`config.mk`:
```
export PLATFORM = sky130hd
export DESIGN_NAME = brush_writer_flat
export DESIGN_NICKNAME = d
export VERILOG_FILES = /design/src/rtl/brush_writer_if.sv /design/src/rtl/brush_writer.sv /design/src/flat_wrapper.sv
export SDC_FILE = /design/constraint.sdc
export NUM_CORES = 1
export LEC_CHECK = 0
export CAP_MARGIN = 20
export CORE_ASPECT_RATIO = 1.25
export CORE_MARGIN = 2
export CORE_UTILIZATION = 25
export CTS_CLUSTER_SIZE = 28
export DETAILED_ROUTE_END_ITERATION = 12
export PLACE_DENSITY = 0.51
export RECOVER_POWER = 100
export SYNTH_ARGS = -nofsm -noshare
export SYNTH_HDL_FRONTEND = slang
export SYNTH_SLANG_ARGS = --single-unit
```
`constraint.sdc`:
```
create_clock -name clk -period 10.5 [get_ports clk]
set_input_delay 3.15 -clock clk [delete_from_list [all_inputs] [get_ports clk]]
set_output_delay 3.15 -clock clk [all_outputs]
set_load 0.03 [all_outputs]
```
`src/rtl/brush_writer_if.sv`:
```
// Command handshake and pixel RAM write bus for the brush writer.
interface brush_writer_if;
    logic        cmd_valid;
    logic        cmd_ready;
    logic        cmd_op;
    logic [7:0]  cmd_x;
    logic [7:0]  cmd_y;
    logic [2:0]  cmd_color;
    logic [1:0]  cmd_size;
    logic        wr_en;
    logic [14:0] wr_addr;
    logic [2:0]  wr_data;
    logic        done;

    modport master (
        output cmd_valid, cmd_op, cmd_x, cmd_y, cmd_color, cmd_size,
        input  cmd_ready, wr_en, wr_addr, wr_data, done
    );

    modport slave (
        input  cmd_valid, cmd_op, cmd_x, cmd_y, cmd_color, cmd_size,
        output cmd_ready, wr_en, wr_addr, wr_data, done
    );
endinterface

```
`src/rtl/brush_writer.sv`:
```
// Brush writer: paints a (2r+1)^2 square around a point, or clears the whole
// canvas, emitting one pixel RAM write slot per cycle.
// Both commands walk a rectangle row-major; PAINT clips slots that fall off
// the canvas (slot still consumed), CLEAR's rectangle is the canvas itself.
module brush_writer #(
    parameter int       MAX_COORDINATE = 128,
    parameter logic [2:0] ERASE_COLOR  = 3'b000
) (
    input  logic         clk,
    input  logic         reset,
    brush_writer_if.slave bus
);
    typedef enum logic [1:0] {IDLE, PAINT, CLEAR} state_e;

    // 10-bit signed coordinates: x-r reaches -3, x+r reaches 258.
    localparam logic signed [9:0] MAX_S  = 10'(MAX_COORDINATE);
    localparam logic signed [9:0] LAST_S = MAX_S - 10'sd1;

    state_e             state_q, state_d;
    logic signed [9:0]  px_q, px_d, py_q, py_d;
    logic signed [9:0]  x_lo_q, x_lo_d, x_hi_q, x_hi_d, y_hi_q, y_hi_d;
    logic [2:0]         color_q, color_d;
    logic               wr_en_q, wr_en_d;
    logic [14:0]        wr_addr_q, wr_addr_d;
    logic [2:0]         wr_data_q, wr_data_d;
    logic               done_q, done_d;

    logic               emit_go;
    logic signed [9:0]  emit_x, emit_y;
    logic signed [9:0]  cx, cy, rr;

    assign cx = signed'({2'b00, bus.cmd_x});
    assign cy = signed'({2'b00, bus.cmd_y});
    assign rr = signed'({8'b0, bus.cmd_size});

    function automatic logic in_range(input logic signed [9:0] x, input logic signed [9:0] y);
        return (x >= 10'sd0) && (x < MAX_S) && (y >= 10'sd0) && (y < MAX_S);
    endfunction

    assign bus.cmd_ready = (state_q == IDLE);
    assign bus.wr_en     = wr_en_q;
    assign bus.wr_addr   = wr_addr_q;
    assign bus.wr_data   = wr_data_q;
    assign bus.done      = done_q;

    // Next-state: accept, walk the rectangle, and stage the next write slot.
    always_comb begin
        state_d   = state_q;
        px_d      = px_q;
        py_d      = py_q;
        x_lo_d    = x_lo_q;
        x_hi_d    = x_hi_q;
        y_hi_d    = y_hi_q;
        color_d   = color_q;
        wr_en_d   = 1'b0;
        wr_addr_d = wr_addr_q;
        wr_data_d = wr_data_q;
        done_d    = 1'b0;
        emit_go   = 1'b0;
        emit_x    = px_q;
        emit_y    = py_q;

        case (state_q)
            IDLE: begin
                if (bus.cmd_valid) begin
                    emit_go = 1'b1;
                    if (bus.cmd_op) begin
                        state_d = CLEAR;
                        x_lo_d  = 10'sd0;
                        x_hi_d  = LAST_S;
                        y_hi_d  = LAST_S;
                        emit_x  = 10'sd0;
                        emit_y  = 10'sd0;
                        color_d = ERASE_COLOR;
                    end else begin
                        state_d = PAINT;
                        x_lo_d  = cx - rr;
                        x_hi_d  = cx + rr;
                        y_hi_d  = cy + rr;
                        emit_x  = cx - rr;
                        emit_y  = cy - rr;
                        color_d = bus.cmd_color;
                    end
                end
            end
            PAINT, CLEAR: begin
                if (px_q == x_hi_q && py_q == y_hi_q) begin
                    state_d = IDLE;
                    done_d  = 1'b1;
                end else begin
                    emit_go = 1'b1;
                    if (px_q == x_hi_q) begin
                        emit_x = x_lo_q;
                        emit_y = py_q + 10'sd1;
                    end else begin
                        emit_x = px_q + 10'sd1;
                        emit_y = py_q;
                    end
                end
            end
            default: state_d = IDLE;
        endcase

        if (emit_go) begin
            px_d = emit_x;
            py_d = emit_y;
            if (in_range(emit_x, emit_y)) begin
                wr_en_d   = 1'b1;
                wr_addr_d = {emit_y[6:0], emit_x[7:0]};
                wr_data_d = color_d;
            end
        end
    end

    // State and registered write-bus outputs; reset aborts any command.
    always_ff @(posedge clk or negedge reset) begin
        if (!reset) begin
            state_q   <= IDLE;
            px_q      <= '0;
            py_q      <= '0;
            x_lo_q    <= '0;
            x_hi_q    <= '0;
            y_hi_q    <= '0;
            color_q   <= '0;
            wr_en_q   <= 1'b0;
            wr_addr_q <= '0;
            wr_data_q <= '0;
            done_q    <= 1'b0;
        end else begin
            state_q   <= state_d;
            px_q      <= px_d;
            py_q      <= py_d;
            x_lo_q    <= x_lo_d;
            x_hi_q    <= x_hi_d;
            y_hi_q    <= y_hi_d;
            color_q   <= color_d;
            wr_en_q   <= wr_en_d;
            wr_addr_q <= wr_addr_d;
            wr_data_q <= wr_data_d;
            done_q    <= done_d;
        end
    end
endmodule
```
`src/flat_wrapper.sv`:
```
// flat-port wrapper written by rule: the top's interface ports become plain ports
module brush_writer_flat 
#(
    parameter int       MAX_COORDINATE = 128,
    parameter logic [2:0] ERASE_COLOR  = 3'b000
)
  (clk, reset, bus_cmd_valid, bus_cmd_op, bus_cmd_x, bus_cmd_y, bus_cmd_color, bus_cmd_size, bus_cmd_ready, bus_wr_en, bus_wr_addr, bus_wr_data, bus_done);
  brush_writer_if bus_i ();
  input  logic clk;
  input  logic reset;
  input wire logic [$bits(bus_i.cmd_valid)-1:0] bus_cmd_valid;
  input wire logic [$bits(bus_i.cmd_op)-1:0] bus_cmd_op;
  input wire logic [$bits(bus_i.cmd_x)-1:0] bus_cmd_x;
  input wire logic [$bits(bus_i.cmd_y)-1:0] bus_cmd_y;
  input wire logic [$bits(bus_i.cmd_color)-1:0] bus_cmd_color;
  input wire logic [$bits(bus_i.cmd_size)-1:0] bus_cmd_size;
  output wire logic [$bits(bus_i.cmd_ready)-1:0] bus_cmd_ready;
  output wire logic [$bits(bus_i.wr_en)-1:0] bus_wr_en;
  output wire logic [$bits(bus_i.wr_addr)-1:0] bus_wr_addr;
  output wire logic [$bits(bus_i.wr_data)-1:0] bus_wr_data;
  output wire logic [$bits(bus_i.done)-1:0] bus_done;
  assign bus_i.cmd_valid = bus_cmd_valid;
  assign bus_i.cmd_op = bus_cmd_op;
  assign bus_i.cmd_x = bus_cmd_x;
  assign bus_i.cmd_y = bus_cmd_y;
  assign bus_i.cmd_color = bus_cmd_color;
  assign bus_i.cmd_size = bus_cmd_size;
  assign bus_cmd_ready = bus_i.cmd_ready;
  assign bus_wr_en = bus_i.wr_en;
  assign bus_wr_addr = bus_i.wr_addr;
  assign bus_wr_data = bus_i.wr_data;
  assign bus_done = bus_i.done;
  brush_writer #(.MAX_COORDINATE(MAX_COORDINATE), .ERASE_COLOR(ERASE_COLOR)) u_core (.clk(clk), .reset(reset), .bus(bus_i));
endmodule
```
After elaboration in Yosys (flattened, before gate mapping)
Index checks and enable logic that the tools add are counted.

Register bits: 75.

Add/subtract/negate cells: 6. Magnitude comparators: 4. Equality and inequality tests: 6. Muxes and demuxes: 26. Reduce and logical (&&, ||, !) cells: 9.

Operators by type and width (number): two-way mux 10 bit (10); one-hot mux 10 bit (2 select lines) (2); adder 10 x 2 -> 10 bit, second input constant (2); equality test 10 bit (2); greater-or-equal comparator 10 x 1 -> 1 bit, second input constant (2); < comparator 10 x 9 -> 1 bit, second input constant (2); adder 8 x 2 -> 9 bit (2); subtractor 8 x 2 -> 9 bit (2); two-way mux 3 bit (3); two-way mux 1 bit (6); two-way mux 2 bit (3); AND reduction 2 bit (3); logical AND 1 bit (4); one-hot mux 2 bit (2 select lines) (1); equality test 2 x 1 -> 1 bit, second input constant (1); equality test 2 bit, second input constant (1); zero test 2 bit (1); inequality test 2 x 1 -> 1 bit, second input constant (1); inequality test 2 bit, second input constant (1); one-hot mux 1 bit (2 select lines) (1); OR reduction 2 bit (1).

Logic depth before layout (Yosys ltp)
Gate-level depths: netlist (run 1).

Depth in word-level cells: 10. Gate-level depth with buffers: 13.

Worst setup path after synthesis (run 1)
Ideal clock, no wire load.

Path type: in2reg. From: input port bus_cmd_size[1]. To: register u_core.wr_addr_q[12] (netlist: u_core.bus.wr_addr[12]). Arrival time: 5.849 ns. Required time: 10.375 ns. Slack: 4.526 ns. Stages on the path: 11. Path through: inv_1 > ha_1 > or4_1 > nor3_1 > xnor2_1 > o211ai_1 > a311oi_1 > a41oi_1 > a2111oi_4 > buf_6 > mux2_4.

Word-level cells in the longest chain between the ends: 9. Elaborated cells on any way between the ends: 16.

Ends and longest elaborated chain: start, declared (RTL line flat_wrapper.sv:16) `input wire logic [$bits(bus_i.cmd_size)-1:0] bus_cmd_size;`; subtractor 8 x 2 -> 9 bit (RTL line brush_writer.sv:80) `emit_x = cx - rr;`; two-way mux 10 bit (RTL line brush_writer.sv:67) `if (bus.cmd_op) begin`; two-way mux 10 bit (RTL line brush_writer.sv:65) `if (bus.cmd_valid) begin`; one-hot mux 10 bit (2 select lines) (RTL line brush_writer.sv:63) `case (state_q)`; greater-or-equal comparator 10 x 1 -> 1 bit / < comparator 10 x 9 -> 1 bit (equally long branches) (RTL line brush_writer.sv:37) `return (x >= 10'sd0) && (x < MAX_S) && (y >= 10'sd0) && (y < MAX_S);`; logical AND 1 bit (3 in series) (RTL line brush_writer.sv:37); AND reduction 2 bit (no line); end signal, assigned (RTL line brush_writer.sv:138) `wr_addr_q <= wr_addr_d;`; end, declared (RTL line brush_writer.sv:24) `logic [14:0] wr_addr_q, wr_addr_d;`.

Parallel ways exist; a longest one is shown, timed or not. A chain may end at the register's enable or synchronous reset.

Worst setup path after layout (run 1)
From: input port bus_cmd_valid. To: register u_core.wr_addr_q[0] (netlist: u_core.bus.wr_addr[0]).

Word-level cells in the longest chain between the ends: 7. Elaborated cells on any way between the ends: 14.

Ends and longest elaborated chain: start, declared (RTL line flat_wrapper.sv:11) `input wire logic [$bits(bus_i.cmd_valid)-1:0] bus_cmd_valid;`; two-way mux 10 bit (RTL line brush_writer.sv:65); one-hot mux 10 bit (2 select lines) (RTL line brush_writer.sv:63); greater-or-equal comparator 10 x 1 -> 1 bit / < comparator 10 x 9 -> 1 bit (equally long branches) (RTL line brush_writer.sv:37); logical AND 1 bit (3 in series) (RTL line brush_writer.sv:37); AND reduction 2 bit (no line).

Parallel ways exist; a longest one is shown, timed or not.

==> results of run 1 <==
==> synth_stat cells, types with 3 or more instances <==
| cell type | n | area [um^2] |
|---|---|---|
| or2_2 | 3 | 18.8 |
| a21oi_1 | 39 | 195 |
| xnor2_1 | 15 | 131 |
| clkbuf_1 | 27 | 101 |
| mux2i_1 | 3 | 30.0 |
| xor2_1 | 28 | 245 |
| o31a_1 | 3 | 26.3 |
| fa_1 | 4 | 80.1 |
| a211o_1 | 4 | 35.0 |
| nand4_1 | 9 | 56.3 |
| ha_1 | 13 | 163 |
| nor4_1 | 4 | 25.0 |
| a21o_1 | 8 | 60.1 |
| and3_1 | 9 | 56.3 |
| dfrtp_1 | 72 | 1800 |
| a311oi_1 | 3 | 26.3 |
| nand2_1 | 60 | 225 |
| o21ai_0 | 35 | 175 |
| buf_4 | 3 | 22.5 |
| inv_1 | 24 | 90.1 |
| o211ai_1 | 3 | 22.5 |
| buf_6 | 3 | 33.8 |
| and4_1 | 3 | 26.3 |
| buf_1 | 3 | 11.3 |
| nand3_1 | 10 | 50.1 |
| mux2_2 | 12 | 135 |
| nand2b_1 | 5 | 31.3 |
| nor2_1 | 44 | 165 |
| nor2b_1 | 6 | 37.5 |
| a22o_1 | 5 | 43.8 |
| buf_2 | 5 | 25.0 |
| a31oi_1 | 11 | 68.8 |
| and2_1 | 7 | 43.8 |
| o22ai_1 | 12 | 75.1 |
| a211oi_1 | 5 | 37.5 |
| nor3_1 | 16 | 80.1 |
| mux2_4 | 7 | 105 |
==> cell type report <==
cell class / instances / area, um^2
Fill cell: 2077 / 13700
Multi-Input combinational cell: 428 / 2860
Sequential cell: 72 / 1800
Timing Repair Buffer: 50 / 478
Tap cell: 265 / 332
Clock buffer: 12 / 256
Inverter: 25 / 93.8
Clock inverter: 3 / 65.1
==> sequential cells by signal, indices dropped and copies added, names as in the netlist <==
register,cells
u_core.bus.wr_addr,15
u_core.bus.wr_data,3
u_core.px_q,10
u_core.bus.done,1
u_core.state_q,2
u_core.x_lo_q,9
u_core.x_hi_q,9
u_core.bus.wr_en,1
u_core.y_hi_q,9
u_core.py_q,10
u_core.color_q,3
==> worst max-delay path by stage <==
stage | to | slack (ns) | cells past startpoint
detailed placement | u_core.bus.wr_addr[0] | 3.33 | 9
finish | u_core.bus.wr_addr[0] | 2.38 | 9
floorplan | u_core.bus.wr_addr[12] | 4.53 | 11
global route | u_core.bus.wr_addr[0] | 1.83 | 9
CTS | u_core.bus.wr_addr[0] | 3.70 | 9
global placement | u_core.bus.wr_addr[0] | 3.43 | 9
==> cell families after synthesis <==
logic type	after synthesis	synth area share (%)
simple gates	191	19.4
compound gates	154	20.6
flops	72	36.1
buf+inv	67	5.86
xor+xnor	44	7.86
mux	22	5.41
fa+ha+maj	17	4.86
==> placed cells by master, fill, tap and decap left out, types with 4 or more instances in the layout <==
cell              n
nand2_1          60
clkdlybuf4s50_1  22
nand4_1           9
a211oi_1          5
o22ai_1          12
dfrtp_1          72
nor2b_1           6
nor3_1           16
nand2b_1          5
fa_1              4
nor2_1           44
mux2_2           10
a21oi_1          39
a21o_1            8
nor4_1            5
mux2_1            6
ha_1             13
a211o_1           4
buf_4             4
dlygate4sd3_1    22
a22o_1            5
a31oi_1          11
inv_1            24
nand3_1          10
o21ai_0          36
and2_1            6
xnor2_1          15
and3_1            9
clkbuf_16         9
xor2_1           28
==> report_power, final <==
part / leakage, nW / switching (mW) / internal [mW]
clock network: 0.159 / 0.122 / 0.219
logic: 1.42 / 0.435 / 0.268
registers: 0.896 / 0.119 / 0.384
==> stage by stage <==
| step | total power, mW | worst slack (ns) | instances | util [%] | cell area [um^2] |
|---|---|---|---|---|---|
| floorplan | 1.01 | 4.53 | 567 | - | 5000 |
| finish | 1.55 | 2.38 | 855 | 30.1 | 5890 |
| global placement | 1.22 | 3.43 | 840 | 28.7 | 5620 |
| global route | 1.65 | 1.83 | 855 | 30.1 | 5890 |
| detailed placement | 1.23 | 3.33 | 840 | 28.7 | 5620 |
| CTS | 1.58 | 3.70 | 855 | 30.4 | 5940 |
==> critical path: cells and delay by family <==
kind	cells	cell delay [ns]
AOI/OAI and AO/OA	4	2.26
buffers and inverters	2	1.26
muxes	1	0.36
and+or+nand+nor	2	1.30
==> layer usage <==
layer / vias to the layer above / wire (um) / GRT usage [%]
li1: 2060 / - / -
met1: 2152 / 6880 / 21.0
met2: 165 / 7030 / 22.6
met3: 29 / 879 / 2.87
met4: 0 / 402 / 5.90
met5: - / 0 / 0
==> results.sh, run 1 <==
export IMPL_status="complete, but fails checks"
export IMPL_violations="capacitance limit, slew limit"
export IMPL_setup_viol=0
export IMPL_drtPass1Iterations=7
export IMPL_clkTransAtPathRegs_ns=0.06
export IMPL_layout_drive_gt1_share_pct=7.12
export IMPL_hold_ws_ns=0.481
export IMPL_criticalPathCategory="in -> reg"
export IMPL_layout_nets=628
export IMPL_drc=0
export IMPL_port_buffers=45
export IMPL_grt_pass1_wl_um=24400
export IMPL_syn_area_mm2=0.00500
export IMPL_core_area_mm2=0.0195
export IMPL_antenna_found_initial=0
export IMPL_dp_hpwl_um=11000
export IMPL_cts_buffer_depth=2
export IMPL_io_pins=46
export IMPL_rsz0062_at_grt="false"
export IMPL_synth_cell_types=70
export IMPL_ys_async_sr_fraction_pct=100
export IMPL_max_freq_mhz=123
export IMPL_via_count=4406
export IMPL_ctsRootBufferMaster="clkbuf_16"
export IMPL_via_per_inst=5.15
export IMPL_wire_per_inst_um=17.8
export IMPL_grt_use_total_pct=14.9
export IMPL_yosysSeqAreaShare_pct=36.1
export IMPL_rrSetupSlack_ns=4.96
export IMPL_min_from="u_core.x_lo_q[4]"
export IMPL_slew_violations=79
export IMPL_cts_sinks=72
export IMPL_synth_area_per_cell_um2=8.81
export IMPL_row_count=57
export IMPL_drt_first_iter_violations=304
export IMPL_reg2regPathDepth=9
export IMPL_hold_buffers=0
export IMPL_die_area_mm2=0.0211
export IMPL_critPathLaunchType="input pin"
export IMPL_skew_ns=0.00415
export IMPL_tightest_slew_ns=3.98
export IMPL_synth_seq_cells=72
export IMPL_hold_end="u_core.x_lo_q[4]"
export IMPL_grt_pass1_vias=4294
export IMPL_cts_max_level=3
export IMPL_die_x_um=130
export IMPL_reg2reg_to="u_core.bus.wr_addr[0]"
export IMPL_holdPathStages=1
export IMPL_crit_start="bus_cmd_valid"
export IMPL_start_util_pct=25.6
export IMPL_ant_nets=0
export IMPL_cts_setup_buffers=0
export IMPL_syn_num_nets=609
export IMPL_place_gp_congestion=0.919
export IMPL_synthCells=567
export IMPL_slowest_stage="a2111oi_0"
export IMPL_areaGrowthSynthToFinish_pct=17.9
export IMPL_cts_tree="done"
export IMPL_period_needed_ns=8.12
export IMPL_critPathCaptureType="register"
export IMPL_slew_headroom_pct=-165
export IMPL_critPathMaxStageDelay_ns=1.60
export IMPL_hold_viol=0
export IMPL_p_leak_nw=2.47
export IMPL_synth_ff_type="dfrtp_1"
export IMPL_path_cells="dlygate4sd3_1 > and2_0 > nand2_1 > o211ai_1 > a311oi_1 > a41oi_1 > a2111oi_0 > buf_4 > mux2_2"
export IMPL_hp_class="reg -> reg"
export IMPL_grt_max_degree=73
export IMPL_critical_path_required_ns=10.73
export IMPL_clk_latency_ns=0.34
export IMPL_synth_edff_count=0
export IMPL_drv_cap=2
export IMPL_cts_buffers_inserted=9
export IMPL_worst_endpoint_arrival_ns=8.35
export IMPL_routed_wl_um=15200
export IMPL_rr_startpoint="u_core.px_q[8]"
export IMPL_period_share_pct=77.4
export IMPL_dieHeight_um=162
export IMPL_fin_tns_setup_ns=0
export IMPL_grt_overflow=0
export IMPL_p_per_area_mw_per_mm2=263
export IMPL_n_antenna_cell=0
export IMPL_ys_warn_count=0
export IMPL_path_max_fanout=21
export IMPL_vdd_drop_max_v=0.0000995
export IMPL_cts_resized_gates=0
No activity file was read; power rests on OpenSTA's default activity.
==> inputs of run 2 (changes only) <==
--- a/config.mk
+++ b/config.mk
@@ -11,7 +11,7 @@
 export CORE_UTILIZATION = 25
 export CTS_CLUSTER_SIZE = 28
 export DETAILED_ROUTE_END_ITERATION = 12
-export PLACE_DENSITY = 0.51
+export PLACE_DENSITY = 0.53
 export RECOVER_POWER = 100
 export SYNTH_ARGS = -nofsm -noshare
 export SYNTH_HDL_FRONTEND = slang
==> constraint.sdc (replaced) <==
create_clock -name clk -period 6.8 [get_ports clk]
set_input_delay 2.04 -clock clk [delete_from_list [all_inputs] [get_ports clk]]
set_output_delay 2.04 -clock clk [all_outputs]
set_load 0.03 [all_outputs]
==> run 2 against run 1 <==
The flow still finishes with violations (capacitance limit, slew limit). Largest cell class unchanged. Sequential share of layout area down 0.24 points. Routed wire length down 0.94%. Register-to-register slack worse by 2.6 ns. Via count grew 0.14%. Power increased by 53%. Flip-flop and latch count is the same. Count of clock-buffer cells in the layout fell by 1. Non-clock buffer count up 7. Critical path depth up 3.
==> results.sh, run 2 (synthesis results as in run 1) <==
export IMPL_status="complete, but fails checks"
export IMPL_violations="capacitance limit, slew limit"
export IMPL_p_leak_nw=2.48
export IMPL_clk_latency_ns=0.34
export IMPL_hold_ws_ns=0.487
export IMPL_die_x_um=130
export IMPL_final_cell_mix="dfrtp_1, nand2_1, nor2_1"
export IMPL_layout_nets=635
export IMPL_wire_per_inst_um=17.4
export IMPL_n_antenna_cell=0
export IMPL_path_max_fanout=15
export IMPL_drc=0
export IMPL_criticalPathCategory="in -> reg"
export IMPL_drv_cap=1
export IMPL_clkTransAtPathRegs_ns=0.06
export IMPL_start_util_pct=25.6
export IMPL_wl_met1_um=6790
export IMPL_via_count=4412
export IMPL_areaGrowthSynthToFinish_pct=18.8
export IMPL_dr_wl_met2_um=6980
export IMPL_dp_hpwl_um=11000
export IMPL_skew_ns=0.00926
export IMPL_dr_wl_met3_um=802
export IMPL_row_count=57
export IMPL_highest_layer="met4"
export IMPL_fin_tns_setup_ns=0
export IMPL_p_per_area_mw_per_mm2=399
export IMPL_dieHeight_um=162
export IMPL_final_common_cell="dfrtp_1"
export IMPL_vdd_drop_max_v=0.000140
export IMPL_period_needed_ns=5.57
export IMPL_drtPass1Iterations=5
export IMPL_layout_drive_gt1_share_pct=8.03
export IMPL_period_share_pct=81.9
export IMPL_p_total_mw=2.37
export IMPL_fillCellCount=2068
export IMPL_critical_path_required_ns=7.03
export IMPL_ant_nets=0
export IMPL_cts_buffers_inserted=9
export IMPL_grt_max_degree=73
export IMPL_hold_viol=0
export IMPL_cts_resized_gates=0
export IMPL_core_area_mm2=0.0195
export IMPL_largest_register_ffs=15
export IMPL_cts_sinks=72
export IMPL_tightest_slew_ns=4.01
export IMPL_via_per_inst=5.11
export IMPL_routed_wl_um=15000
export IMPL_critPathCaptureType="register"
export IMPL_place_gp_congestion=0.874
export IMPL_drt_first_iter_violations=411
export IMPL_slew_violations=73
export IMPL_max_freq_mhz=180
export IMPL_grt_pass1_wl_um=24200
export IMPL_ctsRootBufferMaster="clkbuf_16"
export IMPL_die_area_mm2=0.0211
export IMPL_slew_headroom_pct=-168
export IMPL_grt_use_total_pct=14.7
export IMPL_cts_max_level=3
export IMPL_setup_viol=0
export IMPL_rsz0062_at_grt="false"
export IMPL_io_pins=46
export IMPL_critPathLaunchType="input pin"
export IMPL_cts_tree="done"
export IMPL_port_buffers=45
export IMPL_cts_buffer_depth=2
export IMPL_hold_buffers=0
export IMPL_antenna_found_initial=0
export IMPL_worst_endpoint_arrival_ns=5.80
export IMPL_cts_setup_buffers=0
export IMPL_grt_overflow=0
export IMPL_grt_pass1_vias=4352
export IMPL_hp_class="reg -> reg"
==> run 2: worst paths after layout <==
| path | start | to | slack (ns) | cells past startpoint |
|---|---|---|---|---|
| max | bus_cmd_size[1] | u_core.bus.wr_addr[0] | 1.23 | 12 |
| min | u_core.color_q[1] | u_core.color_q[1] | 0.49 | 2 |
| max reg2reg | u_core.px_q[1] | u_core.bus.wr_addr[0] | 2.32 | 9 |
| min reg2reg | u_core.color_q[1] | u_core.color_q[1] | 0.49 | 2 |
| max in group asynchronous | reset | u_core.py_q[1] | 1.45 | 1 |
| min in group asynchronous | reset | u_core.y_hi_q[4] | 3.09 | 1 |
==> run 2: worst max-delay path: stages <==
cell and delay, ns:
dlygate4sd3_1 0.64, inv_1 0.18, ha_1 0.26, or4_1 0.40
nor3_1 0.19, xnor2_1 0.18, o211ai_1 0.11, a311oi_1 0.30
a41oi_1 0.22, a2111oi_4 0.55, buf_4 0.34, mux2_2 0.36
==> run 2: per-stage QoR <==
stage          cells  instance area, um^2  setup slack (ns)  util, %
5_1_grt          863                 5940             0.550     30.4
6_report         863                 5940              1.23     30.4
4_1_cts          863                 5980              1.23     30.6
3_5_place_dp     847                 5670             0.873     29.0
3_3_place_gp     847                 5670             0.968     29.0
2_1_floorplan    567                 5000              1.94        -
==> run 2: report_power, final <==
group | switching [mW] | leakage [nW] | internal [mW] | total [mW]
logic | 0.664 | 1.44 | 0.422 | 1.09
clock network | 0.195 | 0.152 | 0.307 | 0.501
registers | 0.187 | 0.896 | 0.593 | 0.780
==> run 2: per-layer routing <==
layer  GRT usage [%]  vias up
met3            1.91       39
met2            22.9      169
met1            20.4     2134
met4            6.67        0
met5               0        -
li1                -     2070
==> run 2: layout make-up <==
cell class,count,area [um^2],area share (%)
well taps,265,332,5.58
clock buffers,11,253,4.26
clock inverters,5,63.8,1.07
inverters,25,93.8,1.58
multi-input cells,428,2880,48.5
repair buffers,57,515,8.68
flip-flops and latches,72,1800,30.3
